## config.mk

```make
export PLATFORM = sky130hd
export DESIGN_NAME = ham_secded_dec_stream
export DESIGN_NICKNAME = d
export VERILOG_FILES = /design/src/rtl/ham_pkg.sv /design/src/rtl/ham_syndrome_calc.sv /design/src/rtl/ham_secded_dec_stream.sv
export SDC_FILE = /design/constraint.sdc
export NUM_CORES = 1
export LEC_CHECK = 0
export CAP_MARGIN = 20
export CORE_ASPECT_RATIO = 1.1
export CORE_MARGIN = 1
export CORE_UTILIZATION = 53
export CTS_BUF_LIST = sky130_fd_sc_hd__clkbuf_4 sky130_fd_sc_hd__clkbuf_8
export CTS_CLUSTER_SIZE = 40
export DETAILED_ROUTE_END_ITERATION = 12
export GPL_TIMING_DRIVEN = 0
export MAX_ROUTING_LAYER = met4
export PLACE_DENSITY = 0.91
export SYNTH_ARGS = -nofsm -noshare
export SYNTH_HDL_FRONTEND = slang
export SYNTH_SLANG_ARGS = --single-unit
```

## constraint.sdc

```tcl
create_clock -name clk -period 1.9 [get_ports clk]
set_input_delay 0.475 -clock clk [delete_from_list [all_inputs] [get_ports clk]]
set_output_delay 0.475 -clock clk [all_outputs]
set_load 0.01 [all_outputs]
```

## src/rtl/ham_pkg.sv

```systemverilog
// Shared helpers for the extended-Hamming (SECDED) code family: code geometry
// and the classification type carried down the decoder pipeline.
package ham_pkg;

  typedef enum logic [1:0] {
    ERR_NONE,
    ERR_SINGLE,
    ERR_DOUBLE
  } err_kind_t;

  // Smallest r such that 2^r >= data_w + r + 1.
  function automatic int calc_par_w(input int data_w);
    for (int r = 1; r < 31; r++) begin
      if ((1 << r) >= data_w + r + 1) return r;
    end
    return 31;
  endfunction

  function automatic bit is_pow2(input int pos);
    return (pos > 0) && ((pos & (pos - 1)) == 0);
  endfunction

  // Data bits fill the non-power-of-two positions in ascending order.
  function automatic int data_pos(input int k);
    int seen;
    seen = 0;
    for (int p = 1; p < 4096; p++) begin
      if (!is_pow2(p)) begin
        if (seen == k) return p;
        seen++;
      end
    end
    return 0;
  endfunction

endpackage

```

## src/rtl/ham_syndrome_calc.sv

```systemverilog
// Combinational syndrome and overall-parity calculation for an extended
// Hamming codeword; shared by the decoder and the encoder-check path.
module ham_syndrome_calc
  import ham_pkg::*;
#(
  parameter  int DATA_W = 4,
  localparam int PAR_W  = calc_par_w(DATA_W),
  localparam int HAM_W  = DATA_W + PAR_W,
  localparam int CW_W   = HAM_W + 1
) (
  input  logic [CW_W-1:0]  cw_i,
  output logic [PAR_W-1:0] syn_o,
  output logic             par_o
);

  always_comb begin
    // NOTE: every always_comb output gets a default first so no latch is inferred.
    syn_o = '0;
    for (int i = 1; i <= HAM_W; i++) begin
      if (cw_i[i-1]) syn_o = syn_o ^ PAR_W'(i);
    end
    par_o = ^cw_i;
  end

endmodule

```

## src/rtl/ham_secded_dec_stream.sv

```systemverilog
// Two-stage streaming SECDED decoder with valid/ready handshake and
// saturating corrected/uncorrectable event counters.
module ham_secded_dec_stream
  import ham_pkg::*;
#(
  parameter  int DATA_W = 4,
  parameter  int CNT_W  = 16,
  localparam int PAR_W  = calc_par_w(DATA_W),
  localparam int HAM_W  = DATA_W + PAR_W,
  localparam int CW_W   = HAM_W + 1
) (
  input  logic              clk,
  input  logic              rst,
  input  logic              in_valid,
  output logic              in_ready,
  input  logic [CW_W-1:0]   cw_in,
  output logic              out_valid,
  input  logic              out_ready,
  output logic [DATA_W-1:0] out_data,
  output logic [PAR_W-1:0]  out_pos,
  output logic              out_err_single,
  output logic              out_err_double,
  input  logic              cnt_clr,
  output logic [CNT_W-1:0]  corr_cnt,
  output logic [CNT_W-1:0]  uncorr_cnt
);

  logic              s1_full_q;
  logic [CW_W-1:0]   s1_cw_q;
  logic [PAR_W-1:0]  s1_syn_q;
  logic              s1_par_q;
  logic              s2_full_q;
  logic [DATA_W-1:0] s2_data_q;
  logic [PAR_W-1:0]  s2_pos_q;
  err_kind_t         s2_kind_q;
  logic [CNT_W-1:0]  corr_q;
  logic [CNT_W-1:0]  uncorr_q;

  logic              s1_adv;
  logic              in_fire;
  logic              out_fire;
  logic [PAR_W-1:0]  syn_d;
  logic              par_d;
  err_kind_t         kind_d;
  logic [PAR_W-1:0]  pos_d;
  logic [CW_W-1:0]   flip_mask;
  logic [CW_W-1:0]   cw_fix;
  logic [DATA_W-1:0] data_d;

  assign s1_adv   = !s2_full_q || out_ready;
  assign in_ready = !rst && (!s1_full_q || s1_adv);
  assign in_fire  = in_valid && in_ready;
  assign out_fire = s2_full_q && out_ready;

  ham_syndrome_calc #(.DATA_W(DATA_W)) u_syn (
    .cw_i  (cw_in),
    .syn_o (syn_d),
    .par_o (par_d)
  );

  always_ff @(posedge clk) begin
    // NOTE: sequential state uses non-blocking assignments only.
    if (rst) begin
      s1_full_q <= 1'b0;
      s1_cw_q   <= '0;
      s1_syn_q  <= '0;
      s1_par_q  <= 1'b0;
    end else if (in_ready) begin
      s1_full_q <= in_valid;
      if (in_valid) begin
        s1_cw_q  <= cw_in;
        s1_syn_q <= syn_d;
        s1_par_q <= par_d;
      end
    end
  end

  // Syndromes beyond HAM_W only occur in shortened codes and are uncorrectable.
  always_comb begin
    kind_d    = ERR_NONE;
    pos_d     = '0;
    flip_mask = '0;
    if (s1_par_q) begin
      if (s1_syn_q == '0) begin
        kind_d = ERR_SINGLE;
      end else if (int'(s1_syn_q) <= HAM_W) begin
        kind_d    = ERR_SINGLE;
        pos_d     = s1_syn_q;
        flip_mask = CW_W'(1) << (s1_syn_q - PAR_W'(1));
      end else begin
        kind_d = ERR_DOUBLE;
      end
    end else if (s1_syn_q != '0) begin
      kind_d = ERR_DOUBLE;
    end
  end

  assign cw_fix = s1_cw_q ^ flip_mask;

  for (genvar k = 0; k < DATA_W; k++) begin : g_extract
    assign data_d[k] = cw_fix[data_pos(k)-1];
  end

  always_ff @(posedge clk) begin
    if (rst) begin
      s2_full_q <= 1'b0;
      s2_data_q <= '0;
      s2_pos_q  <= '0;
      s2_kind_q <= ERR_NONE;
    end else if (s1_adv) begin
      s2_full_q <= s1_full_q;
      if (s1_full_q) begin
        s2_data_q <= data_d;
        s2_pos_q  <= pos_d;
        s2_kind_q <= kind_d;
      end
    end
  end

  // Clear wins over a coinciding event; the event is dropped, not deferred.
  always_ff @(posedge clk) begin
    if (rst || cnt_clr) begin
      corr_q   <= '0;
      uncorr_q <= '0;
    end else if (out_fire) begin
      if (s2_kind_q == ERR_SINGLE && corr_q != '1)   corr_q   <= corr_q + CNT_W'(1);
      if (s2_kind_q == ERR_DOUBLE && uncorr_q != '1) uncorr_q <= uncorr_q + CNT_W'(1);
    end
  end

  assign out_valid      = s2_full_q;
  assign out_data       = s2_data_q;
  assign out_pos        = s2_pos_q;
  assign out_err_single = (s2_kind_q == ERR_SINGLE);
  assign out_err_double = (s2_kind_q == ERR_DOUBLE);
  assign corr_cnt       = corr_q;
  assign uncorr_cnt     = uncorr_q;

endmodule

```

==> impl_metrics.py, run 1 <==
metrics = {
    "cells_and_area": {
        "final_layout_size_suffix_gt1_frac": 0.115,
        "antenna_cells": 0,
        "multi_input_comb_area_um2": 1530,
        "finish.net_count": 380,
        "stdcell_count": 422,
        "register_area_um2": 1030,
        "n_fill_cell": 376,
        "layout_stage_area_growth_over_the_synthesis_result_pct": 30.0,
    },
    "synth": {
        "synth.distinct_cells": 49,
        "yosys_warnings": 0,
        "synth_seq_cells": 51,
        "synth-edff-count": 0,
        "synth_area_per_cell_um2": 8.74,
        "post-synth-top-area-fraction": 0.389,
        "synth.largest_area_cell": "sky130_fd_sc_hd__dfxtp_1",
        "syn_inst": 300,
        "synth_net_count": 315,
        "seq_area_frac_synth": 0.389,
        "mappedNetlistArea_um2": 2620,
        "leading_post_synthesis_cells_by_cell_area": "sky130_fd_sc_hd__dfxtp_1 (39%), sky130_fd_sc_hd__a21oi_1 (5.7%), sky130_fd_sc_hd__o31ai_1 (3.7%)",
        "synthMostInstantiatedCell": "sky130_fd_sc_hd__dfxtp_1",
        "yosys-top-cells-count": "sky130_fd_sc_hd__dfxtp_1 (51), sky130_fd_sc_hd__a21oi_1 (30), sky130_fd_sc_hd__nand2_1 (22)",
        "proportion_of_register_bits_with_asynchronous_set_or_reset_after_synthesis": 0,
        "yosys_most_used_dff": "sky130_fd_sc_hd__dfxtp_1",
    },
    "route": {
        "drt_first_iter_violations": 291,
        "drt-vias-per-instance": 6.23,
        "drtPass1Iterations": 4,
        "post-route-drc-count": 0,
        "postRouteAntennaNets": 0,
        "routedWlPerCell_um": 15.4,
        "postRouteWirelength_um": 6490,
        "via_count": 2628,
    },
    "worst_setup_path": {
        "critical_path.n_buffers_inverters": 1,
        "setup.worst_path.class": "reg -> out",
        "cp.arrival_ns": 1.38,
        "cp_slowest_cell": "sky130_fd_sc_hd__clkdlybuf4s50_1",
        "critical_path.startpoint_type": "flop",
        "cp_top_family": "buffers and inverters",
        "required_ns": 1.42,
        "critical_path.cell_chain": "clkdlybuf4s50_1",
        "critical_path.max_fanout": 6,
        "critPathCaptureType": "primary output",
        "worst_path_largest_cell_delay_ns": 0.59,
    },
    "global_routing": {
        "first_pass_grt_wire_length_um": 10400,
        "grt.overflow.total": 0,
        "grt.total_usage": 0.257,
        "grt_antenna_before_repair": 0,
        "grt_max_degree": 17,
        "first_global_vias": 2259,
    },
    "timing": {
        "fin_worst_skew_ns": 0.00375,
        "worst_slew_margin_rel": 0.677,
        "final-setup-viol-count": 0,
        "final-hold-violation-count": 0,
        "final_critical_delay_including_setup_and_external_delays_ns": 1.86,
        "final_min_period_over_clock_period": 0.977,
        "timing.setup.tns_ns": 0,
        "rsz0062_at_grt": "yes",
        "slew_violations": 0,
        "worst_pin_slew_ns": 0.483,
        "timing.final.ws_setup_ns": 0.0433,
        "fin_hold_ws_ns": 0.471,
        "max_freq_ghz": 0.539,
    },
    "place": {
        "post-dp-hpwl_um": 4570,
        "gp_congestion": 0.835,
        "placed_cells_incl_taps": 411,
        "dpl_worst_slack_ns": -0.954,
        "port_bufs": 55,
    },
    "die": {
        "initial_core_util": 0.560,
        "placeableCoreArea_um2": 4680,
        "die_h_um": 75.8,
        "design.die.area_um2": 5230,
        "num_io_pins": 56,
        "rows": 26,
        "die_width_um": 69.1,
    },
    "pwr": {
        "ir_worst_vdd_mv": 0.360,
        "powerDensity_nw_per_um2": 594,
        "cellLeakagePower_nw": 1.15,
    },
    "worst_hold_path": {
        "hold_class": "reg -> reg",
    },
    "clocking": {
        "cts_inserted_buffers": 5,
        "clk_path_buf_depth": 2,
        "tritoncts_num_sinks": 51,
        "cts_tree": "built",
        "insertion_delay_ns": 0.32,
        "cts_root_buf": "sky130_fd_sc_hd__clkbuf_8",
        "clock_tree.htree_level_count": 2,
        "clkTransAtPathRegs_ns": 0.09,
        "ctsHoldBuffers": 0,
    },
    "run_status": {
        "outcome": "completed",
    },
    "flow_run": {
        "max-cap-violations": 0,
    },
}
## cell families (layout without fill, tap and decap cells)
family | Yosys count | in the layout | share of synthesized area
fa+ha+maj | 2 | 2 | 0.00955
flops | 51 | 51 | 0.389
buf+inv | 20 | 86 | 0.0329
simple gates | 133 | 133 | 0.324
compound gates | 74 | 74 | 0.175
mux | 4 | 4 | 0.0158
xor+xnor | 16 | 16 | 0.0535
## sequential cells by signal (all words and copies together), names as in the netlist
signal,flops
out_pos,3
s1_full_q,1
uncorr_cnt,16
corr_cnt,16
out_valid,1
out_data,4
s1_cw_q,4
s1_syn_q,3
s1_par_q,1
s2_kind_q,2
## metal layers
| layer | wire length (um) | part of all wire | global-route usage |
|---|---|---|---|
| met1 | 2810 | 0.43 | 0.295 |
| met2 | 3190 | 0.49 | 0.440 |
| met3 | 345 | 0.053 | 0.0503 |
| met4 | 142 | 0.022 | 0.120 |
| met5 | 0 | 0 | - |
## cell type report
class / instances / share of cell area
Buffer: 12 / 0.0231
Sequential cell: 51 / 0.302
Tap cell: 56 / 0.0206
Timing Repair Buffer: 58 / 0.167
Multi-Input combinational cell: 229 / 0.449
Clock buffer: 6 / 0.0242
Inverter: 8 / 0.00881
Clock inverter: 2 / 0.00477
## per-stage QoR
| step | total power, mW | util | area [um^2] |
|---|---|---|---|
| CTS | 2.02 | 0.718 | 3360 |
| global placement | 1.36 | 0.692 | 3240 |
| floorplan | 1.28 | - | 2620 |
| global route | 2.10 | 0.728 | 3410 |
| detailed placement | 1.37 | 0.692 | 3240 |
| finish | 2.02 | 0.728 | 3410 |
## worst paths after layout
path / from / to / slack [ns] / cells past startpoint
setup / recovery: uncorr_cnt[11] / uncorr_cnt[11] / 0.04 / 1
hold / removal: out_pos[2] / out_pos[2] / 0.47 / 2
setup reg to reg: uncorr_cnt[0] / uncorr_cnt[3] / 0.11 / 6
hold reg to reg: out_pos[2] / out_pos[2] / 0.47 / 2
## power by group
part | switching [mW] | internal (mW) | total, mW
registers | 0.0311 | 1.10 | 1.13
clock network | 0.380 | 0.298 | 0.678
logic | 0.108 | 0.108 | 0.216
## placed cells by master, fill, tap and decap left out, types with 3 or more instances in the layout
master / n
sky130_fd_sc_hd__nand3_1: 13
sky130_fd_sc_hd__xor2_1: 7
sky130_fd_sc_hd__nand3b_1: 7
sky130_fd_sc_hd__o31ai_1: 13
sky130_fd_sc_hd__buf_2: 4
sky130_fd_sc_hd__or4_1: 13
sky130_fd_sc_hd__nand4_1: 14
sky130_fd_sc_hd__dfxtp_2: 8
sky130_fd_sc_hd__inv_1: 8
sky130_fd_sc_hd__a31oi_1: 3
sky130_fd_sc_hd__a211oi_1: 5
sky130_fd_sc_hd__and3_1: 5
sky130_fd_sc_hd__dfxtp_1: 43
sky130_fd_sc_hd__xnor2_1: 9
sky130_fd_sc_hd__buf_4: 3
sky130_fd_sc_hd__a21oi_1: 30
sky130_fd_sc_hd__o21ai_0: 5
sky130_fd_sc_hd__and4_1: 7
sky130_fd_sc_hd__nor3_1: 3
sky130_fd_sc_hd__nor2b_1: 3
sky130_fd_sc_hd__nor2_1: 12
sky130_fd_sc_hd__clkbuf_1: 4
sky130_fd_sc_hd__nand2_1: 22
sky130_fd_sc_hd__nor4_2: 3
sky130_fd_sc_hd__clkdlybuf4s50_1: 50
sky130_fd_sc_hd__nand4b_1: 5
sky130_fd_sc_hd__or3_1: 9
sky130_fd_sc_hd__mux2i_1: 3
sky130_fd_sc_hd__clkbuf_8: 8
sky130_fd_sc_hd__o21ai_1: 10
## repair_timing
| action | in CTS | in global routing |
|---|---|---|
| endpoints found under the setup margin | 20 | 29 |
| buffers inserted | 0 | 3 |
| resized for setup | 16 | 16 |
| pin swaps | 0 | 1 |
No activity file was read; power rests on OpenSTA's default activity.
==> run 2, diff against run 1 <==
--- a/config.mk
+++ b/config.mk
@@ -8,13 +8,13 @@
 export CAP_MARGIN = 20
 export CORE_ASPECT_RATIO = 1.1
 export CORE_MARGIN = 1
-export CORE_UTILIZATION = 53
-export CTS_BUF_LIST = sky130_fd_sc_hd__clkbuf_4 sky130_fd_sc_hd__clkbuf_8
+export CORE_UTILIZATION = 51
+export CTS_BUF_LIST = sky130_fd_sc_hd__clkbuf_16
 export CTS_CLUSTER_SIZE = 40
 export DETAILED_ROUTE_END_ITERATION = 12
 export GPL_TIMING_DRIVEN = 0
 export MAX_ROUTING_LAYER = met4
-export PLACE_DENSITY = 0.91
+export PLACE_DENSITY = 0.88
 export SYNTH_ARGS = -nofsm -noshare
 export SYNTH_HDL_FRONTEND = slang
 export SYNTH_SLANG_ARGS = --single-unit
==> run 2 against run 1 <==
Sequential cell count did not move. Via count shrank 1.9%. Final cell count rose by 0.24%. Core utilization fell by 3.3 points. Register-to-register slack worse by 0.03 ns. Die area is 3.8% higher. Global-route usage down 1.7 points. Critical path depth did not move. Hold slack got worse by 0.013 ns. Largest power group unchanged.
==> impl_metrics.py, run 2 (synthesis gave the netlist of run 1 again) <==
metrics = {
    "timing": {
        "fin_worst_skew_ns": 0.00408,
        "final_critical_delay_including_setup_and_external_delays_ns": 1.84,
        "timing.setup.tns_ns": 0,
        "worst_pin_slew_ns": 0.486,
        "worst_slew_margin_rel": 0.675,
        "max_freq_ghz": 0.542,
        "rsz0062_at_grt": "no",
        "slew_violations": 0,
        "final-hold-violation-count": 0,
        "final-setup-viol-count": 0,
        "final_min_period_over_clock_period": 0.971,
    },
    "global_routing": {
        "grt_antenna_before_repair": 0,
        "first_global_vias": 2325,
        "first_pass_grt_wire_length_um": 10300,
        "grt.total_usage": 0.240,
        "grt_max_degree": 15,
        "grt.overflow.total": 0,
    },
    "die": {
        "placeableCoreArea_um2": 4970,
        "initial_core_util": 0.528,
        "design.die.area_um2": 5430,
        "num_io_pins": 56,
        "die_width_um": 70.4,
        "rows": 27,
        "die_h_um": 77.2,
    },
    "worst_setup_path": {
        "cp_slowest_cell": "sky130_fd_sc_hd__clkdlybuf4s50_1",
        "critical_path.startpoint_type": "flop",
        "timing.reg2reg.setup_slack_ns": 0.08,
        "setup.worst_path.class": "reg -> out",
        "worst_path_largest_cell_delay_ns": 0.59,
        "critical_path.cell_chain": "clkdlybuf4s50_1",
        "required_ns": 1.42,
        "cp_top_family": "buffers and inverters",
        "rr_startpoint": "uncorr_cnt[0]",
        "critical_path.max_fanout": 9,
        "critPathCaptureType": "primary output",
        "critical_path.n_buffers_inverters": 1,
        "cp.arrival_ns": 1.37,
        "timing.reg2reg.worst_path_depth": 7,
        "crit-reg2reg-capture": "uncorr_cnt[5]",
    },
    "clocking": {
        "insertion_delay_ns": 0.29,
        "cts_root_buf": "sky130_fd_sc_hd__clkbuf_16",
        "ctsHoldBuffers": 0,
        "cts_inserted_buffers": 5,
        "cts_tree": "built",
        "clkTransAtPathRegs_ns": 0.06,
        "tritoncts_num_sinks": 51,
        "clock_tree.htree_level_count": 2,
        "clk_path_buf_depth": 2,
    },
    "run_status": {
        "outcome": "completed",
    },
    "pwr": {
        "ir_worst_vdd_mv": 0.510,
        "netSwitchingPower_mw": 0.510,
        "power.share.switching": 0.219,
        "totalPowerFinal_mw": 2.33,
        "power.share.combinational": 0.090,
        "cellLeakagePower_nw": 1.16,
        "power_frac_clock": 0.423,
        "seqPwrFrac": 0.487,
        "internal_power_mw": 1.82,
        "powerDensity_nw_per_um2": 674,
    },
    "cells_and_area": {
        "final_layout_size_suffix_gt1_frac": 0.0959,
        "n_fill_cell": 393,
        "most_frequent_cells_in_the_layout": "sky130_fd_sc_hd__clkdlybuf4s50_1 (51), sky130_fd_sc_hd__dfxtp_1 (49), sky130_fd_sc_hd__a21oi_1 (30)",
        "fin_util": 0.694,
        "finish.net_count": 380,
        "design_area_um2": 3450,
        "antenna_cells": 0,
        "layout.cells.most_common": "sky130_fd_sc_hd__clkdlybuf4s50_1",
        "layout_stage_area_growth_over_the_synthesis_result_pct": 31.6,
    },
    "route": {
        "drt_first_iter_violations": 239,
        "drt-vias-per-instance": 6.09,
        "post-route-drc-count": 0,
        "postRouteWirelength_um": 6190,
        "postRouteAntennaNets": 0,
        "routedWlPerCell_um": 14.6,
        "drtPass1Iterations": 4,
        "via_count": 2577,
    },
    "worst_hold_path": {
        "min_delay_path_depth": 2,
        "hold_class": "reg -> reg",
        "timing.hold.worst_endpoint": "out_pos[2]",
        "hold_path.startpoint": "out_pos[2]",
    },
    "place": {
        "gp_congestion": 0.877,
        "port_bufs": 55,
        "placement.cell_area_um2": 3240,
        "post-dp-hpwl_um": 4470,
    },
    "flow_run": {
        "max-cap-violations": 0,
    },
}
==> run 2: cell types whose count changed in the layout (fill, tap and decap cells not counted), moves of 2 or more <==
cell	previous run	this run
sky130_fd_sc_hd__clkbuf_16	0	5
sky130_fd_sc_hd__nor2b_2	0	2
sky130_fd_sc_hd__clkbuf_8	8	1
sky130_fd_sc_hd__dfxtp_1	43	49
sky130_fd_sc_hd__dfxtp_2	8	2
sky130_fd_sc_hd__clkbuf_4	0	2
==> run 2: what timing repair did <==
action | CTS | global route
setup endpoints to repair | 20 | 24
pin swaps | 0 | 2
setup buffers | 0 | 3
endpoints found under the hold margin | 0 | 0
resized for setup | 16 | 9
==> run 2: per-layer routing <==
layer  GRT usage  share of wire
met5           -              0
met4       0.116          0.024
met3      0.0447          0.046
met2       0.402           0.51
met1       0.274           0.42
==> run 2: power by group through the flow <==
stage / Clock (mW) / Combinational [mW] / Sequential (mW)
2_1_floorplan: 0 / 0.126 / 1.15
6_report: 0.984 / 0.210 / 1.13
5_1_grt: 1.04 / 0.232 / 1.14
3_3_place_gp: 0 / 0.206 / 1.15
4_1_cts: 0.993 / 0.211 / 1.13
3_5_place_dp: 0 / 0.211 / 1.15
==> run 2: metrics by stage <==
stage | std cells | worst slack, ns | hold WS, ns
finish | 423 | 0.0554 | 0.459
global route | 423 | 0.00468 | 0.490
CTS | 420 | 0.0125 | 0.462
detailed placement | 413 | -0.883 | 0.453
global placement | 413 | -0.904 | 0.447
floorplan | 300 | 0.233 | 0.467
==> run 2: worst max-delay path by stage <==
stage	from	endpoint	slack [ns]	cells past startpoint
2_1_floorplan	corr_cnt[0]	corr_cnt[6]	0.23	5
3_3_place_gp	rst	in_ready	-0.90	5
3_5_place_dp	rst	in_ready	-0.88	5
4_1_cts	cnt_clr	uncorr_cnt[8]	0.01	5
5_1_grt	corr_cnt[2]	corr_cnt[2]	0.005	1
6_report	corr_cnt[2]	corr_cnt[2]	0.06	1
==> run 2: cell type report <==
type	instances	area [um^2]	share of cell area
Buffer	12	75.1	0.0218
Sequential cell	51	1020	0.297
Timing Repair Buffer	58	561	0.163
Tap cell	58	72.6	0.0210
Clock inverter	2	33.8	0.00980
Inverter	8	30.0	0.00871
Clock buffer	5	125	0.0363
Multi-Input combinational cell	229	1530	0.443
==> run 3, diff against run 2 <==
--- a/config.mk
+++ b/config.mk
@@ -5,16 +5,17 @@
 export SDC_FILE = /design/constraint.sdc
 export NUM_CORES = 1
 export LEC_CHECK = 0
+export ABC_AREA = 1
 export CAP_MARGIN = 20
 export CORE_ASPECT_RATIO = 1.1
 export CORE_MARGIN = 1
-export CORE_UTILIZATION = 51
+export CORE_UTILIZATION = 35
 export CTS_BUF_LIST = sky130_fd_sc_hd__clkbuf_16
 export CTS_CLUSTER_SIZE = 40
 export DETAILED_ROUTE_END_ITERATION = 12
 export GPL_TIMING_DRIVEN = 0
 export MAX_ROUTING_LAYER = met4
-export PLACE_DENSITY = 0.88
+export PLACE_DENSITY = 0.65
 export SYNTH_ARGS = -nofsm -noshare
 export SYNTH_HDL_FRONTEND = slang
 export SYNTH_SLANG_ARGS = --single-unit
==> run 3 against run 2 <==
Synthesized cell count is 55% higher. Clock skew is 0.0016 ns higher. Sequential share of layout area is 3.0 points lower.
==> impl_metrics.py, run 3 <==
metrics = {
    "route": {
        "post-route-drc-count": 0,
        "drtPass1Iterations": 4,
        "postRouteAntennaNets": 0,
        "routedWlPerCell_um": 11.1,
        "postRouteWirelength_um": 7040,
        "drt-vias-per-instance": 4.79,
        "via_count": 3044,
        "drt_first_iter_violations": 113,
    },
    "synth": {
        "mappedNetlistArea_um2": 2980,
        "yosys_most_used_dff": "sky130_fd_sc_hd__dfxtp_1",
        "synth_area_per_cell_um2": 6.40,
        "synth.largest_area_cell": "sky130_fd_sc_hd__dfxtp_1",
        "seq_area_frac_synth": 0.343,
        "yosys_warnings": 0,
        "synth-edff-count": 0,
        "syn_inst": 465,
        "leading_post_synthesis_cells_by_cell_area": "sky130_fd_sc_hd__dfxtp_1 (34%), sky130_fd_sc_hd__nand2_1 (17%), sky130_fd_sc_hd__nor2_1 (8.7%)",
        "post-synth-top-area-fraction": 0.343,
        "synthMostInstantiatedCell": "sky130_fd_sc_hd__nand2_1",
        "synth.distinct_cells": 32,
        "yosys-top-cells-count": "sky130_fd_sc_hd__nand2_1 (135), sky130_fd_sc_hd__nor2_1 (69), sky130_fd_sc_hd__dfxtp_1 (51), sky130_fd_sc_hd__inv_1 (51), sky130_fd_sc_hd__nand3_1 (36)",
        "synth_net_count": 480,
        "proportion_of_register_bits_with_asynchronous_set_or_reset_after_synthesis": 0,
        "synth_seq_cells": 51,
    },
    "cells_and_area": {
        "stdcell_count": 635,
        "n_fill_cell": 853,
        "most_frequent_cells_in_the_layout": "sky130_fd_sc_hd__nand2_1 (135), sky130_fd_sc_hd__nor2_1 (68), sky130_fd_sc_hd__inv_1 (51), sky130_fd_sc_hd__dfxtp_1 (51), sky130_fd_sc_hd__clkdlybuf4s50_1 (51)",
        "finish.net_count": 541,
        "final_layout_size_suffix_gt1_frac": 0.0778,
        "layout.cells.most_common": "sky130_fd_sc_hd__nand2_1",
        "layout_stage_area_growth_over_the_synthesis_result_pct": 28.5,
        "fin_util": 0.473,
        "multi_input_comb_area_um2": 1680,
        "antenna_cells": 0,
        "register_area_um2": 1020,
    },
    "timing": {
        "worst_pin_slew_ns": 0.485,
        "max_freq_ghz": 0.551,
        "worst_slew_margin_rel": 0.677,
        "final-hold-violation-count": 0,
        "fin_worst_skew_ns": 0.00571,
        "rsz0062_at_grt": "yes",
        "final_min_period_over_clock_period": 0.955,
        "final_critical_delay_including_setup_and_external_delays_ns": 1.81,
        "final-setup-viol-count": 0,
        "fin_hold_ws_ns": 0.486,
        "slew_violations": 0,
    },
    "worst_hold_path": {
        "hold_class": "reg -> reg",
    },
    "pwr": {
        "ir_worst_vdd_mv": 0.402,
        "powerDensity_nw_per_um2": 619,
        "cellLeakagePower_nw": 1.43,
    },
    "worst_setup_path": {
        "cp.arrival_ns": 1.34,
        "cp_top_family": "buffers and inverters",
        "setup.worst_path.class": "in -> out",
        "critical_path.cell_chain": "clkdlybuf4s50_1 > inv_1 > nand3_1 > nand2_1 > inv_1 > buf_2",
        "cp_common_cell": "sky130_fd_sc_hd__inv_1",
        "worst_path_largest_cell_delay_ns": 0.47,
        "critical_path.startpoint_type": "primary input",
        "critPathCaptureType": "primary output",
        "critical_path.n_buffers_inverters": 4,
        "cp_slowest_cell": "sky130_fd_sc_hd__clkdlybuf4s50_1",
        "required_ns": 1.42,
        "critical_path.max_fanout": 2,
    },
    "clocking": {
        "insertion_delay_ns": 0.29,
        "tritoncts_num_sinks": 51,
        "cts_inserted_buffers": 5,
        "clk_path_buf_depth": 2,
        "cts_tree": "built",
        "clkTransAtPathRegs_ns": 0.06,
        "clock_tree.htree_level_count": 2,
        "cts.repair_timing.setup_buffer_count": 0,
        "postCtsResizedCells": 6,
        "ctsHoldBuffers": 0,
        "cts_root_buf": "sky130_fd_sc_hd__clkbuf_16",
    },
    "global_routing": {
        "grt.overflow.total": 0,
        "grt.total_usage": 0.170,
        "first_global_vias": 2712,
        "grt_antenna_before_repair": 0,
        "grt_max_degree": 17,
        "first_pass_grt_wire_length_um": 12100,
    },
    "die": {
        "die_h_um": 98.7,
        "design.die.area_um2": 8870,
        "die_width_um": 89.9,
        "num_io_pins": 56,
        "placeableCoreArea_um2": 8080,
        "initial_core_util": 0.368,
        "rows": 34,
    },
    "place": {
        "placed_cells_incl_taps": 627,
        "port_bufs": 54,
        "post-dp-hpwl_um": 5450,
        "gp_congestion": 0.855,
    },
    "flow_run": {
        "max-cap-violations": 0,
    },
    "run_status": {
        "outcome": "completed",
    },
}
[run 3: cell types whose count changed after synthesis, sizes merged, moves of 9 or more]
cell / delta
a21oi: -9
inv: +46
nand2: +121
nand3: +21
nor2: +63
o31ai: -12
or3: -9
or4: -14
[run 3: power by group]
part	internal [mW]	total (mW)	leakage [nW]	switching (mW)
clock network	0.622	1.03	0.0838	0.404
registers	1.10	1.12	0.414	0.0241
logic	0.100	0.218	0.928	0.118
[run 3: final cells by class]
class,count,area share
Clock inverter,3,0.0115
Inverter,56,0.0563
Clock buffer,5,0.0327
Timing Repair Buffer,54,0.140
Buffer,12,0.0187
Tap cell,108,0.0353
Multi-Input combinational cell,346,0.438
Sequential cell,51,0.267
[run 3: final timing paths]
| path | from | cells past startpoint | slack (ns) | to |
|---|---|---|---|---|
| min | s2_kind_q[0] | 2 | 0.49 | s2_kind_q[0] |
| max reg2reg | uncorr_cnt[0] | 11 | 0.19 | uncorr_cnt[11] |
| min reg2reg | s2_kind_q[0] | 2 | 0.49 | s2_kind_q[0] |
| max | out_ready | 6 | 0.09 | in_ready |
[run 3: kinds of logic (layout without fill, tap and decap cells)]
logic type,count (synthesis),in the layout,share of synthesized area
simple gates,274,274,0.400
buf+inv,68,130,0.0946
flops,51,51,0.343
compound gates,48,48,0.0887
xor+xnor,22,22,0.0648
fa+ha+maj,2,2,0.00841
[run 3: worst reg2reg max path: stages, from the launching register on]
cell and delay [ns]:
sky130_fd_sc_hd__dfxtp_1 0.41, sky130_fd_sc_hd__ha_1 0.23, sky130_fd_sc_hd__nand2_1 0.08, sky130_fd_sc_hd__nor2_2 0.14, sky130_fd_sc_hd__nand2_1 0.12, sky130_fd_sc_hd__nor2_2 0.13
sky130_fd_sc_hd__nand2_2 0.10, sky130_fd_sc_hd__buf_2 0.21, sky130_fd_sc_hd__nand3_1 0.09, sky130_fd_sc_hd__nand2_1 0.05, sky130_fd_sc_hd__inv_1 0.04, sky130_fd_sc_hd__nor2_1 0.03
[run 3: metal layers]
metal	part of all wire	GRT usage	up-vias
met5	0	-	-
met4	0.012	0.0509	0
met3	0.033	0.0239	7
met2	0.49	0.298	59
met1	0.46	0.204	1387
li1	-	-	1591
[run 3: metrics by stage]
stage          instance area, um^2  setup TNS [ns]  total power [mW]  worst slack (ns)
3_5_place_dp                  3650           -4.37              1.37            -0.314
3_3_place_gp                  3650           -4.17              1.37            -0.326
4_1_cts                       3810               0              2.39            0.0192
6_report                      3820               0              2.37            0.0859
5_1_grt                       3820        -0.00254              2.48          -0.00254
2_1_floorplan                 2980               0              1.28             0.353
